$ cat src/rtl/chase_tp_sched_pkg.sv
// Shared definitions for the Chase test-pattern scheduler: state encoding, code constants,
// per-pattern flip counts and default syndrome geometry.
package chase_tp_sched_pkg;

  localparam int unsigned SynW  = 10;
  localparam int unsigned NSyn  = 8;
  localparam int unsigned NErrW = 3;

  typedef enum logic [1:0] {
    StIdle,
    StGen,
    StIssue,
    StWait
  } state_e;

  localparam logic [1:0] CodeT4 = 2'b10;

  // Flipped LRB count per pattern tag, 2 bits each: tag3=2, tag2=1, tag1=1, tag0=0.
  localparam logic [7:0] FlipTable = 8'b10_01_01_00;

  function automatic logic [1:0] flips_of(input logic [1:0] tag);
    return FlipTable[{tag, 1'b0} +: 2];
  endfunction

endpackage

$ cat src/rtl/chase_tp_sched_if.sv
// Decoder-side bundle for chase_tp_sched: syndrome offer handshake and result return.
interface chase_tp_sched_if
  import chase_tp_sched_pkg::*;
#(
  parameter int unsigned SYN_W  = SynW,
  parameter int unsigned NSYN   = NSyn,
  parameter int unsigned NERR_W = NErrW
);
  logic [1:0]            code;
  logic                  dec_valid;
  logic                  dec_ready;
  logic [SYN_W*NSYN-1:0] dec_S;
  logic [1:0]            dec_tag;
  logic                  res_valid;
  logic [1:0]            res_tag;
  logic                  res_fail;
  logic [NERR_W-1:0]     res_nerr;

  modport master (
    output code, dec_valid, dec_S, dec_tag,
    input  dec_ready, res_valid, res_tag, res_fail, res_nerr
  );

  modport slave (
    input  code, dec_valid, dec_S, dec_tag,
    output dec_ready, res_valid, res_tag, res_fail, res_nerr
  );
endinterface

$ cat src/rtl/chase_best_sel.sv
// Metric of an incoming decoder result and whether it beats the current best
// (failed results never win; ties resolve to the lower tag).
module chase_best_sel
  import chase_tp_sched_pkg::*;
#(
  parameter int unsigned NERR_W = NErrW
) (
  input  logic [NERR_W:0]   best_metric_i,
  input  logic [1:0]        best_tag_i,
  input  logic [1:0]        res_tag_i,
  input  logic              res_fail_i,
  input  logic [NERR_W-1:0] res_nerr_i,
  output logic              take_o,
  output logic [NERR_W:0]   res_metric_o
);

  assign res_metric_o = {1'b0, res_nerr_i} + (NERR_W + 1)'(flips_of(res_tag_i));

  assign take_o = !res_fail_i &&
                  ((res_metric_o < best_metric_i) ||
                   ((res_metric_o == best_metric_i) && (res_tag_i < best_tag_i)));

endmodule

$ cat src/rtl/chase_tp_sched.sv
// Chase test-pattern scheduler: captures four syndrome sets and shares one decoder among them.
// Optional early termination on a clean tp1 result is enabled by defining CHASE_EARLY_TERM_EN.
module chase_tp_sched
  import chase_tp_sched_pkg::*;
#(
  parameter int unsigned SYN_W  = SynW,
  parameter int unsigned NSYN   = NSyn,
  parameter int unsigned NERR_W = NErrW
) (
  input  logic                  i_clk,
  input  logic                  i_rst_n,
  input  logic                  i_start,
  input  logic [1:0]            i_code,
  output logic                  o_busy,
  output logic                  o_gen,
  input  logic                  i_tp_valid,
  input  logic [SYN_W*NSYN-1:0] i_S,
  input  logic [SYN_W*NSYN-1:0] i_tp2_S,
  input  logic [SYN_W*NSYN-1:0] i_tp3_S,
  input  logic [SYN_W*NSYN-1:0] i_tp4_S,
  chase_tp_sched_if.master      dec,
  output logic                  o_done,
  output logic [1:0]            o_best_tag,
  output logic                  o_best_fail
);

  localparam int unsigned SetW = SYN_W * NSYN;

  state_e            state_q, state_d;
  logic [1:0]        code_q, code_d;
  logic              gen_q;
  logic [SetW-1:0]   set_q [4];
  logic              capture;
  logic [1:0]        idx_q, idx_d;
  logic [3:0]        issued_q, issued_d;
  logic [3:0]        recv_q, recv_d;
  logic [NERR_W:0]   best_metric_q, best_metric_d;
  logic [1:0]        best_tag_q, best_tag_d;
  logic              done_q, done_d;
  logic [1:0]        out_tag_q, out_tag_d;
  logic              out_fail_q, out_fail_d;
  logic              hs, res_ok, take, early_stop;
  logic [NERR_W:0]   res_metric;

  assign hs     = dec.dec_valid && dec.dec_ready;
  assign res_ok = dec.res_valid && (state_q == StIssue || state_q == StWait) &&
                  issued_q[dec.res_tag] && !recv_q[dec.res_tag];

`ifdef CHASE_EARLY_TERM_EN
  assign early_stop = res_ok && (dec.res_tag == 2'd0) && !dec.res_fail && (dec.res_nerr == '0);
`else
  assign early_stop = 1'b0;
`endif

  chase_best_sel #(
    .NERR_W (NERR_W)
  ) u_best_sel (
    .best_metric_i (best_metric_q),
    .best_tag_i    (best_tag_q),
    .res_tag_i     (dec.res_tag),
    .res_fail_i    (dec.res_fail),
    .res_nerr_i    (dec.res_nerr),
    .take_o        (take),
    .res_metric_o  (res_metric)
  );

  always_comb begin
    state_d       = state_q;
    code_d        = code_q;
    idx_d         = idx_q;
    issued_d      = issued_q;
    recv_d        = recv_q;
    best_metric_d = best_metric_q;
    best_tag_d    = best_tag_q;
    done_d        = 1'b0;
    out_tag_d     = out_tag_q;
    out_fail_d    = out_fail_q;
    capture       = 1'b0;

    if (res_ok) begin
      recv_d[dec.res_tag] = 1'b1;
      if (take) begin
        best_metric_d = res_metric;
        best_tag_d    = dec.res_tag;
      end
    end

    unique case (state_q)
      StIdle: begin
        if (i_start) begin
          state_d       = StGen;
          code_d        = i_code;
          idx_d         = 2'd0;
          issued_d      = '0;
          recv_d        = '0;
          best_metric_d = '1;
          best_tag_d    = 2'd0;
        end
      end
      StGen: begin
        if (i_tp_valid) begin
          capture = 1'b1;
          state_d = StIssue;
        end
      end
      StIssue: begin
        if (hs) begin
          issued_d[idx_q] = 1'b1;
          idx_d           = idx_q + 2'd1;
          if (idx_q == 2'd3) state_d = StWait;
        end
        if (early_stop) state_d = StWait;
      end
      StWait: begin
        // All-ones metric is unreachable by a passing result, so it marks "nothing passed".
        if (recv_d == issued_q) begin
          state_d    = StIdle;
          done_d     = 1'b1;
          out_fail_d = (best_metric_d == '1);
          out_tag_d  = best_tag_d;
        end
      end
      default: state_d = StIdle;
    endcase
  end

  always_ff @(posedge i_clk or negedge i_rst_n) begin
    if (!i_rst_n) begin
      state_q       <= StIdle;
      code_q        <= '0;
      gen_q         <= 1'b0;
      set_q         <= '{default: '0};
      idx_q         <= '0;
      issued_q      <= '0;
      recv_q        <= '0;
      best_metric_q <= '1;
      best_tag_q    <= '0;
      done_q        <= 1'b0;
      out_tag_q     <= '0;
      out_fail_q    <= 1'b0;
    end else begin
      state_q       <= state_d;
      code_q        <= code_d;
      gen_q         <= (state_d == StGen);
      idx_q         <= idx_d;
      issued_q      <= issued_d;
      recv_q        <= recv_d;
      best_metric_q <= best_metric_d;
      best_tag_q    <= best_tag_d;
      done_q        <= done_d;
      out_tag_q     <= out_tag_d;
      out_fail_q    <= out_fail_d;
      if (capture) begin
        set_q[0] <= i_S;
        set_q[1] <= i_tp2_S;
        set_q[2] <= i_tp3_S;
        set_q[3] <= i_tp4_S;
      end
    end
  end

  assign o_busy        = (state_q != StIdle);
  assign o_gen         = gen_q;
  assign o_done        = done_q;
  assign o_best_tag    = out_tag_q;
  assign o_best_fail   = out_fail_q;
  assign dec.code      = code_q;
  assign dec.dec_valid = (state_q == StIssue);
  assign dec.dec_S     = set_q[idx_q];
  assign dec.dec_tag   = idx_q;

endmodule

$ cat src/flat_wrapper.sv
// flat-port wrapper written by rule: the top's interface ports become plain ports
module chase_tp_sched_flat import chase_tp_sched_pkg::*;
#(
  parameter int unsigned SYN_W  = SynW,
  parameter int unsigned NSYN   = NSyn,
  parameter int unsigned NERR_W = NErrW
)
  (i_clk, i_rst_n, i_start, i_code, o_busy, o_gen, i_tp_valid, i_S, i_tp2_S, i_tp3_S, i_tp4_S, o_done, o_best_tag, o_best_fail, dec_code, dec_dec_valid, dec_dec_S, dec_dec_tag, dec_dec_ready, dec_res_valid, dec_res_tag, dec_res_fail, dec_res_nerr);
  chase_tp_sched_if #(.SYN_W(SYN_W), .NSYN(NSYN), .NERR_W(NERR_W)) dec_i ();
  input  logic i_clk;
  input  logic i_rst_n;
  input  logic i_start;
  input  logic [1:0] i_code;
  output logic o_busy;
  output logic o_gen;
  input  logic i_tp_valid;
  input  logic [SYN_W*NSYN-1:0] i_S;
  input  logic [SYN_W*NSYN-1:0] i_tp2_S;
  input  logic [SYN_W*NSYN-1:0] i_tp3_S;
  input  logic [SYN_W*NSYN-1:0] i_tp4_S;
  output logic o_done;
  output logic [1:0] o_best_tag;
  output logic o_best_fail;
  output wire logic [$bits(dec_i.code)-1:0] dec_code;
  output wire logic [$bits(dec_i.dec_valid)-1:0] dec_dec_valid;
  output wire logic [$bits(dec_i.dec_S)-1:0] dec_dec_S;
  output wire logic [$bits(dec_i.dec_tag)-1:0] dec_dec_tag;
  input wire logic [$bits(dec_i.dec_ready)-1:0] dec_dec_ready;
  input wire logic [$bits(dec_i.res_valid)-1:0] dec_res_valid;
  input wire logic [$bits(dec_i.res_tag)-1:0] dec_res_tag;
  input wire logic [$bits(dec_i.res_fail)-1:0] dec_res_fail;
  input wire logic [$bits(dec_i.res_nerr)-1:0] dec_res_nerr;
  assign dec_code = dec_i.code;
  assign dec_dec_valid = dec_i.dec_valid;
  assign dec_dec_S = dec_i.dec_S;
  assign dec_dec_tag = dec_i.dec_tag;
  assign dec_i.dec_ready = dec_dec_ready;
  assign dec_i.res_valid = dec_res_valid;
  assign dec_i.res_tag = dec_res_tag;
  assign dec_i.res_fail = dec_res_fail;
  assign dec_i.res_nerr = dec_res_nerr;
  chase_tp_sched #(.SYN_W(SYN_W), .NSYN(NSYN), .NERR_W(NERR_W)) u_core (.i_clk(i_clk), .i_rst_n(i_rst_n), .i_start(i_start), .i_code(i_code), .o_busy(o_busy), .o_gen(o_gen), .i_tp_valid(i_tp_valid), .i_S(i_S), .i_tp2_S(i_tp2_S), .i_tp3_S(i_tp3_S), .i_tp4_S(i_tp4_S), .dec(dec_i), .o_done(o_done), .o_best_tag(o_best_tag), .o_best_fail(o_best_fail));
endmodule
$ cat config.mk
export PLATFORM = sky130hd
export DESIGN_NAME = chase_tp_sched_flat
export DESIGN_NICKNAME = d
export VERILOG_FILES = /design/src/rtl/chase_tp_sched_pkg.sv /design/src/rtl/chase_tp_sched_if.sv /design/src/rtl/chase_best_sel.sv /design/src/rtl/chase_tp_sched.sv /design/src/flat_wrapper.sv
export SDC_FILE = /design/constraint.sdc
export NUM_CORES = 1
export LEC_CHECK = 0
export BUFFER_PORTS_ARGS = -buffer_cell sky130_fd_sc_hd__buf_4
export CORE_ASPECT_RATIO = 0.8
export CORE_MARGIN = 4
export CORE_UTILIZATION = 40
export CTS_CLUSTER_SIZE = 12
export DETAILED_ROUTE_END_ITERATION = 6
export PLACE_DENSITY = 0.7
export SLEW_MARGIN = 20
export SYNTH_ARGS = -nofsm -noshare
export SYNTH_HDL_FRONTEND = slang
export SYNTH_SLANG_ARGS = --single-unit
$ cat constraint.sdc
create_clock -name i_clk -period 2.5 [get_ports i_clk]
set_input_delay 0.5 -clock i_clk [delete_from_list [all_inputs] [get_ports i_clk]]
set_output_delay 0.5 -clock i_clk [all_outputs]
set_load 0.05 [all_outputs]
Word-level counts from Yosys, hierarchy flattened
Cells that the tools add are included.
Word-level totals
  flip-flop bits (word level): 345
  bits of input ports: 334
  output and inout bits: 91
  word-level logic and storage cells: 94
Operators by class
  add/sub/neg operators: 2
  order comparisons: 7
  equal/unequal tests: 10
  shift-type cells: 1
  mux-type cells: 38
  bitwise logic cells: 3
  reductions and logical operators: 18
Operators by type and width (count)
  $bmux W80 S2: 1
  $mux W80: 2
  $mux W4: 9
  $mux W2: 11
  $eq A4 B4 Y1: 2
  $logic_and A1 B1 Y1: 8
  $mux W1: 8
  $or A4 B4 Y4: 2
  $pmux W2 S4: 1
  $pmux W4 S2: 1
  $shiftx A8 B4 Y2 const A: 1
  $eq A2 B2 Y1 const B: 3
  $lt A2 B3 Y1 const B: 2
  $add A3 B2 Y4: 1
  $bmux W1 S2: 2
  $demux W1 S2: 2
  $eq A2 B1 Y1 const B: 2
  $eq A4 B4 Y1 const B: 1
  $ge A2 B1 Y1 const B: 2
  $lt A4 B4 Y1: 1
  $ne A2 B2 Y1 const B: 2
  $pmux W2 S2: 1
  $reduce_and A2 Y1: 2
  $reduce_bool A2 Y1: 2
  other kinds (8): 10

Longest topological paths before layout
Gate-level depths: netlist of run 1.
  word-level depth: 10
  mapped depth: 11
  mapped depth without buffers: 11

Cells and area by module
Synthesis of run 1 repeated with hierarchy kept, for this count alone.
Second synthesis, totals
  cells, all modules: 926
  area total of the unflattened synthesis: 15128.3 µm²
Modules (own cells, without submodules)
  chase_tp_sched: instances 1, cells an instance 901, area an instance 14890.5 µm², seq. area each 8638.3 µm²
  chase_best_sel: instances 1, cells an instance 25, area an instance 237.7 µm², seq. area each 0.0 µm²

Worst setup path after synthesis of run 1
No wires, ideal clock.
  path kind: input to register
  start point: input dec_res_tag[0]
  end point: register u_core.out_fail_q, in the netlist u_core.o_best_fail
  library setup time: 0.082 ns
  arrival time: 2.730 ns
  required time: 2.418 ns
  setup slack: -0.312 ns
  stages on the path: 11
  buffers on the path: 0
  cell sequence: inv_1 > ha_1 > ha_1 > fa_1 > xor2_1 > ha_1 > nand4_1 > a211oi_1 > a21oi_1 > o21ai_1 > a31oi_1
On the way
  longest elaborated chain between the ends: 9
  elaborated cells on any way between the ends: 27
  classes of those cells: add/sub: 1; order compare: 4; eq/ne: 3; shift: 1; mux: 9; bitwise: 1; reduce/logical: 8
Ends and longest elaborated chain
  from (decl): RTL line flat_wrapper.sv:30  | input wire logic [$bits(dec_i.res_tag)-1:0] dec_res_tag;
  branches (longest 9 deep; another with $add A3 B2 Y4)
  to (signal assigned): RTL line chase_tp_sched.sv:152  | out_fail_q <= out_fail_d;
  to (decl): RTL line chase_tp_sched.sv:41  | logic out_fail_q, out_fail_d;
Parallel ways; which one is timed is not known. The select of a mux whose other input is x is not followed.
A chain may end at the register's enable or synchronous reset.

Final worst setup path of run 1
  start point: register u_core.idx_q[0], in the netlist u_core.dec.dec_tag[0]
  end point: output dec_dec_S[38]
On the way
  longest elaborated chain between the ends: 4
Ends and longest elaborated chain
  from (decl): RTL line chase_tp_sched.sv:34  | logic [1:0] idx_q, idx_d;
  from (signal assigned): RTL line chase_tp_sched.sv:145  | idx_q <= idx_d;
  $not A2 Y3 (not written as such): RTL line chase_tp_sched.sv:169  | assign dec.dec_S = set_q[idx_q];
  $bmux W80 S2: RTL line chase_tp_sched.sv:169
  $mux W80 (not written as such) (2 in series): RTL line chase_tp_sched.sv:169
  to (decl): RTL line flat_wrapper.sv:26  | output wire logic [$bits(dec_i.dec_S)-1:0] dec_dec_S;
Every way passes these cells. The select of a mux whose other input is x is not followed.

==> reports/summary.txt, run 1 <==
TIMING
--------------------------------------------------------------------------------------------------------
Max transition margin                                                                              54.8%
Unrepaired setup endpoints after global routing                                                     true
Fmax                                                                                           0.381 GHz
Final-layout setup total negative slack                                                         -4.35 ns
Endpoints failing hold                                                                                 0
Largest clock skew in the final design                                                         0.0201 ns
Period utilization                                                                                  105%
Slew at the pin closest to its max-slew limit                                                   0.675 ns
Post-layout worst setup margin                                                                 -0.122 ns
Final critical delay including setup and external delays                                         2.62 ns
Final setup viols                                                                                     63
Number of pins with negative max-slew slack in the final report                                        0

FLOORPLAN
--------------------------------------------------------------------------------------------------------
Die height                                                                                        183 µm
Number of rows in the core area                                                                       63
Die Wd                                                                                            227 µm
Core region area                                                                              0.0374 mm²
Initial core utilization                                                                           40.9%
Die Area                                                                                      0.0415 mm²
Top-Level Pins                                                                                       425

SYNTHESIS
--------------------------------------------------------------------------------------------------------
Portion of the post-synthesis area used by sequential elements                                     56.5%
Instance count of the mapped netlist                                                                 951
Synthesized area per cell                                                                       16.1 µm²
Top FF cell, synth                                                                          sky130_fd_sc_hd__dfrtp_1
Synth cell types                                                                                      45
Proportion of synthesized flip-flops having asynchronous set or reset                               100%
Count of state elements after synthesis                                                              345
Mapped cell area                                                                              0.0153 mm²
Synthesized Nets                                                                                    1302
Yosys warnings                                                                                         0
Number of enable flip-flop cells after synthesis                                                       0

ROUTE
--------------------------------------------------------------------------------------------------------
Vias                                                                                               10000
Vias per cell                                                                                       5.19
Detailed-route DRC error count                                                                         0
Number of optimization iterations in the first detailed-route pass                                     5
Per-cell routed wire length                                                                      22.3 µm
Total wire length                                                                               43100 µm
Post-route antenna net violation count                                                                 0
Number of DRC violations after detailed-routing iteration 0                                          490

FINAL LAYOUT
--------------------------------------------------------------------------------------------------------
Layout area overhead                                                                               40.4%
Number of fillers in the final layout                                                               3018
Share of cells above drive strength 1                                                              66.9%
Nets                                                                                                1768

PWR
--------------------------------------------------------------------------------------------------------
Areal power density over the cells                                                           1550 mW/mm²
Clock power share                                                                                  16.6%
Leakage                                                                                       0.00981 µW
Part of the total power dissipated in combinational logic                                          53.3%
Share of total power consumed by net switching                                                     39.0%
Worst-case vdd ir drop                                                                          0.941 mV
Proportion of power drawn by flip-flops and latches                                                30.1%
Switching power summed over all nets                                                            12900 µW
Power Internal                                                                                  20300 µW

PLACED DESIGN
--------------------------------------------------------------------------------------------------------
Place WS                                                                                       -0.445 ns
Routability congestion estimate from global placement                                              0.831
Dpl hpwl                                                                                        29900 µm
PortBufs                                                                                             424

GLOBAL ROUTE
--------------------------------------------------------------------------------------------------------
Maximum number of pins on one net before global-route repair                                         110
First-pass GRT wire length                                                                      65300 µm
Via count of the first global-routing pass                                                         11300
Initial antenna violation count                                                                        3
All-layer global routing usage                                                                     20.4%
Gr ovfl total                                                                                          0

OUTCOME
--------------------------------------------------------------------------------------------------------
Status                                                                                      complete, but fails checks
Failing checks                                                                              negative setup slack

FLOW RUN
--------------------------------------------------------------------------------------------------------
Count of maximum capacitance violations                                                                0

CLOCK TREE
--------------------------------------------------------------------------------------------------------
Post-CTS clock slew at the launch and capture registers of the worst setup and hold paths        0.06 ns
Clk root buf                                                                                sky130_fd_sc_hd__clkbuf_16
Clk buf depth                                                                                          3
# H-tree levels                                                                                        2
Clock sink count                                                                                     345
Number of buffers created by CTS                                                                      38
Clock latency on the worst-skew pair                                                             0.53 ns
Clock tree from TritonCTS                                                                          built

HOLD PATH
--------------------------------------------------------------------------------------------------------
Hold Path Class                                                                             primary input to register

WORST SETUP PATH
--------------------------------------------------------------------------------------------------------
FF-to-FF setup slack                                                                             0.45 ns
Startpoint kind of the worst setup timing path                                                  register
Type of the worst setup path                                                                register to output port
Required time reported for the critical path endpoint                                            2.00 ns
Worst-path fanout max                                                                                  5
Data arrival at the endpoint of the critical path                                                2.12 ns
Kind of end point of the critical path                                                       output port

## logic make-up (layout without fill, tap and decap cells)
| family | count (synthesis) | count (layout) | share of synthesized area (%) |
|---|---|---|---|
| muxes | 401 | 401 | 35.5 |
| adders and majority gates | 17 | 17 | 1.44 |
| xor gates and xnor gates | 1 | 1 | 0.0572 |
| buffers and inverters | 68 | 560 | 2.00 |
| other | 0 | 3 | 0 |
| DFF | 345 | 345 | 56.5 |
| AOI/OAI and AO/OA | 46 | 46 | 1.95 |
| and+or+nand+nor | 73 | 73 | 2.64 |
## critical path, stage by stage (launching register included)
cell	delay, ns
sky130_fd_sc_hd__dfrtp_4	0.51
sky130_fd_sc_hd__buf_12	0.16
sky130_fd_sc_hd__buf_12	0.14
sky130_fd_sc_hd__clkbuf_16	0.17
sky130_fd_sc_hd__mux4_2	0.44
sky130_fd_sc_hd__buf_6	0.17
## repair_timing
| action | 4_1_cts | 5_1_grt |
|---|---|---|
| hold endpoints to repair | 44 | 0 |
| pin swaps | 0 | 8 |
| resized for setup | 98 | 13 |
| hold buffers | 1 | 0 |
| buffers inserted | 9 | 5 |
| setup endpoints to repair | 80 | 85 |
| cloned | 9 | 4 |
## power by group through the flow
stage	Clock, µW	Sequential (µW)	Combinational (µW)
2_1_floorplan	0	9570	11400
3_3_place_gp	0	9920	15200
3_5_place_dp	0	10000	15400
4_1_cts	5680	9960	17600
5_1_grt	5930	10300	18700
6_report	5510	9980	17700
## area by class of cell
class                   instances  area, µm²  area share, %
diodes                          3       7.51         0.0350
multi-input cells             538       6420           29.9
repair buffers                484       4520           21.0
flip-flops and latches        345       8650           40.3
inverters                      10       52.6          0.245
clock buffers                  58       1110           5.15
well taps                     487        609           2.84
clock inverters                 8        116          0.542
## cell usage after synthesis, types with 2 or more instances
cell	n	area, µm²
sky130_fd_sc_hd__clkbuf_1	13	48.8
sky130_fd_sc_hd__mux4_2	81	1820
sky130_fd_sc_hd__nor2b_1	6	37.5
sky130_fd_sc_hd__a21oi_1	20	100
sky130_fd_sc_hd__a22o_1	2	17.5
sky130_fd_sc_hd__and2b_1	2	15.0
sky130_fd_sc_hd__nand4_1	3	18.8
sky130_fd_sc_hd__dfrtp_1	341	8530
sky130_fd_sc_hd__buf_1	5	18.8
sky130_fd_sc_hd__dfstp_2	4	105
sky130_fd_sc_hd__nor2_1	12	45.0
sky130_fd_sc_hd__o21ai_1	5	25.0
sky130_fd_sc_hd__nand2b_1	12	75.1
sky130_fd_sc_hd__mux2_2	320	3600
sky130_fd_sc_hd__ha_1	16	200
sky130_fd_sc_hd__o21ai_2	2	17.5
sky130_fd_sc_hd__inv_1	10	37.5
sky130_fd_sc_hd__o21ai_0	3	15.0
sky130_fd_sc_hd__nand3_1	12	60.1
sky130_fd_sc_hd__a31oi_1	3	18.8
sky130_fd_sc_hd__nand2_1	14	52.6
sky130_fd_sc_hd__or2_2	2	12.5
sky130_fd_sc_hd__a211oi_1	2	15.0
sky130_fd_sc_hd__buf_2	40	200
## flip-flops by register name, summed over array words and instances (netlist names)
register / count
u_core.o_best_fail: 1
u_core.state_q: 2
u_core.best_tag_q: 2
u_core.best_metric_q: 4
u_core.recv_q: 4
u_core.issued_q: 4
u_core.o_done: 1
u_core.o_best_tag: 2
u_core.dec.code: 2
u_core.o_gen: 1
u_core.dec.dec_tag: 2
u_core.set_q: 320
## routing by layer
layer / vias to the layer above / global-route usage [%] / wire (µm)
met2: 266 / 34.1 / 21800
met3: 68 / 4.67 / 2410
met4: 0 / 6.23 / 1130
met5: - / 0 / 0
met1: 5229 / 26.8 / 17800
li1: 4478 / - / -
## placed cells by master (no fill, tap or decap), types with 11 or more instances in the layout
cell type,count
sky130_fd_sc_hd__ha_1,14
sky130_fd_sc_hd__nor2_1,12
sky130_fd_sc_hd__buf_16,11
sky130_fd_sc_hd__buf_12,19
sky130_fd_sc_hd__mux4_2,81
sky130_fd_sc_hd__clkbuf_16,42
sky130_fd_sc_hd__mux2_2,320
sky130_fd_sc_hd__nand2b_1,12
sky130_fd_sc_hd__clkbuf_1,12
sky130_fd_sc_hd__buf_6,75
sky130_fd_sc_hd__dfrtp_1,339
sky130_fd_sc_hd__nand2_1,14
sky130_fd_sc_hd__a21oi_1,18
sky130_fd_sc_hd__nand3_1,11
sky130_fd_sc_hd__buf_4,364
## metrics by stage
step	instances	util, %	hold slack (ns)	cell area (µm²)	power [µW]
5_1_grt	1933	57.4	0.160	21500	34900
4_1_cts	1924	56.9	0.146	21300	33300
2_1_floorplan	951	-	0.204	15400	21000
6_report	1933	57.4	0.176	21500	33200
3_5_place_dp	1839	51.7	0.477	19300	25500
3_3_place_gp	1839	51.7	0.465	19300	25100
## final timing paths
path,cells after the start,startpoint,endpoint
max in group asynchronous,4,i_rst_n,u_core.set_q[69]
worst max register to register,5,u_core.recv_q[3],u_core.o_best_tag[1]
worst min register to register,2,u_core.dec.code[1],u_core.dec.code[1]
worst min-delay path,3,i_code[0],u_core.dec.code[0]
min in group asynchronous,2,i_rst_n,u_core.set_q[35]
worst max-delay path,5,u_core.dec.dec_tag[0],dec_dec_S[38]
Power figures use the tool's default switching activity.
==> run 2: changes to the inputs <==
==> constraint.sdc (replaced) <==
create_clock -name i_clk -period 2.5 [get_ports i_clk]
set_input_delay 0.5 -clock i_clk [delete_from_list [all_inputs] [get_ports i_clk]]
set_output_delay 0.5 -clock i_clk [all_outputs]
set_load 0.005 [all_outputs]
==> reports/summary.txt, run 2 (same netlist as run 1, synthesis figures left out) <==
OUTCOME
--------------------------------------------------------------------------------------------------------
Status                                                                                      complete, but fails checks
Failing checks                                                                              negative setup slack

ROUTE
--------------------------------------------------------------------------------------------------------
Vias                                                                                               10000
Per-cell routed wire length                                                                      22.3 µm
Post-route antenna net violation count                                                                 0
Number of DRC violations after detailed-routing iteration 0                                          431
Number of optimization iterations in the first detailed-route pass                                     4
Total wire length                                                                               43300 µm
Vias per cell                                                                                       5.16
Detailed-route DRC error count                                                                         0

FINAL LAYOUT
--------------------------------------------------------------------------------------------------------
Layout Utilization                                                                                 56.7%
Commonest cells after routing, fill and taps aside                                          396 x sky130_fd_sc_hd__buf_4, 339 x sky130_fd_sc_hd__dfrtp_1, 320 x sky130_fd_sc_hd__mux2_2, 81 x sky130_fd_sc_hd__mux4_2, 59 x sky130_fd_sc_hd__buf_6
Largest register FFs                                                                                 320
Most frequent standard cell in the layout excluding fill and tap cells                      sky130_fd_sc_hd__buf_4
Number of fillers in the final layout                                                               2999
Layout area overhead                                                                               38.8%
Nets                                                                                                1771
Share of cells above drive strength 1                                                              66.8%
Register containing the most flip-flops in the final layout                                 u_core.set_q
Post-layout instance count excluding filler cells                                                   1940

FLOORPLAN
--------------------------------------------------------------------------------------------------------
Die Area                                                                                      0.0415 mm²
Number of rows in the core area                                                                       63
Core region area                                                                              0.0374 mm²
Top-Level Pins                                                                                       425
Die Wd                                                                                            227 µm
Die height                                                                                        183 µm
Initial core utilization                                                                           40.9%

TIMING
--------------------------------------------------------------------------------------------------------
Fmax                                                                                           0.395 GHz
Final critical delay including setup and external delays                                         2.53 ns
Unrepaired setup endpoints after global routing                                                     true
Number of pins with negative max-slew slack in the final report                                        0
Endpoints failing hold                                                                                 0
Slew at the pin closest to its max-slew limit                                                   0.593 ns
Final-layout setup total negative slack                                                        -0.124 ns
Max transition margin                                                                              60.3%
Post-layout worst setup margin                                                                -0.0303 ns
Period utilization                                                                                  101%
Final setup viols                                                                                     13
Largest clock skew in the final design                                                         0.0233 ns

CLOCK TREE
--------------------------------------------------------------------------------------------------------
Number of buffers created by CTS                                                                      38
Clock latency on the worst-skew pair                                                             0.54 ns
Post-CTS clock slew at the launch and capture registers of the worst setup and hold paths        0.06 ns
# H-tree levels                                                                                        2
Clock sink count                                                                                     345
Clk root buf                                                                                sky130_fd_sc_hd__clkbuf_16
Clock tree from TritonCTS                                                                          built
Clk buf depth                                                                                          3

GLOBAL ROUTE
--------------------------------------------------------------------------------------------------------
Maximum number of pins on one net before global-route repair                                          70
Initial antenna violation count                                                                        5
First-pass GRT wire length                                                                      65600 µm
Via count of the first global-routing pass                                                         11100
Gr ovfl total                                                                                          0
All-layer global routing usage                                                                     20.6%

PLACED DESIGN
--------------------------------------------------------------------------------------------------------
Placed Cells                                                                                        1848
Routability congestion estimate from global placement                                              0.832
Dpl hpwl                                                                                        30700 µm
PortBufs                                                                                             424

WORST SETUP PATH
--------------------------------------------------------------------------------------------------------
CP max-delay cell                                                                           sky130_fd_sc_hd__mux4_2
Worst-path fanout max                                                                                  5
Crit-path max cell delay                                                                         0.54 ns
Cell-by-cell listing of the critical path                                                   buf_12 > clkbuf_16 > mux4_2 > buf_6
Type of the worst setup path                                                                register to output port
Startpoint kind of the worst setup timing path                                                  register
Kind of end point of the critical path                                                       output port
Required time reported for the critical path endpoint                                            2.00 ns
Data arrival at the endpoint of the critical path                                                2.03 ns

FLOW RUN
--------------------------------------------------------------------------------------------------------
Count of maximum capacitance violations                                                                0

PWR
--------------------------------------------------------------------------------------------------------
Worst-case vdd ir drop                                                                          0.613 mV
Leakage                                                                                       0.00974 µW
Areal power density over the cells                                                           1300 mW/mm²

HOLD PATH
--------------------------------------------------------------------------------------------------------
Hold Path Class                                                                             primary input to register

run 2: cell count changes in the layout (fill, tap and decap cells not counted), moves of 2 or more:
cell,delta
sky130_fd_sc_hd__buf_4,+32
sky130_fd_sc_hd__buf_6,-16
sky130_fd_sc_hd__buf_8,-9
sky130_fd_sc_hd__bufinv_16,-2
sky130_fd_sc_hd__clkbuf_16,-2
sky130_fd_sc_hd__clkinv_2,+5
sky130_fd_sc_hd__clkinv_4,-2
sky130_fd_sc_hd__diode_2,+2
run 2: layout make-up:
type                       instances  area (µm²)  share of cell area [%]
multi-input combinational        538        6390                    30.1
sequential                       345        8650                    40.7
antenna                            5        12.5                  0.0589
clock inverter                    10        71.3                   0.336
inverter                          10        52.6                   0.247
timing repair buffer             487        4350                    20.5
clock buffer                      58        1110                    5.21
tap                              487         609                    2.87
run 2: metrics by stage:
stage               worst slack (ns)  power [µW]  hold WS, ns  area [µm²]
global placement              -0.371       20500        0.449       19400
global route                 -0.0763       29200        0.154       21200
detailed placement            -0.472       20800        0.446       19400
finish                       -0.0303       27600        0.170       21200
CTS                          -0.0679       27600        0.141       21100
floorplan                    -0.0788       16100        0.204       15400
run 2: worst max-delay path: cells and delay by family (launching register included):
kind / cells / cell delay [ns]
muxes: 1 / 0.54
buffers and inverters: 3 / 0.50
DFF: 1 / 0.46
run 2: what timing repair did:
action,CTS,global route
hold endpoints to repair,36,0
setup endpoints to repair,80,78
hold buffers,1,0
pin swaps,0,3
resized for setup,55,14
gates cloned,8,2
setup buffers,4,4
run 2: worst paths after layout:
| kind | from | to | slack (ns) | cells after the start |
|---|---|---|---|---|
| setup / recovery | u_core.dec.dec_tag[0] | dec_dec_S[37] | -0.03 | 4 |
| hold / removal | i_code[1] | u_core.dec.code[1] | 0.17 | 3 |
| setup reg to reg | u_core.recv_q[1] | u_core.o_best_tag[0] | 0.51 | 5 |
| hold reg to reg | u_core.dec.code[1] | u_core.dec.code[1] | 0.49 | 2 |
| max in group asynchronous | i_rst_n | u_core.best_metric_q[2] | 1.15 | 4 |
| min in group asynchronous | i_rst_n | u_core.set_q[195] | 0.49 | 2 |
run 2: where the power goes:
part           leakage, µW  internal (µW)  switching, µW
logic              0.00502           7870           4390
clock network     0.000580           3060           2270
registers          0.00414           8430           1550
run 2: metal layers:
layer / GRT usage [%] / part of all wire [%]
met5: 0 / 0
met2: 34.8 / 51
met3: 5.10 / 6.5
met1: 26.3 / 40
met4: 6.67 / 2.9
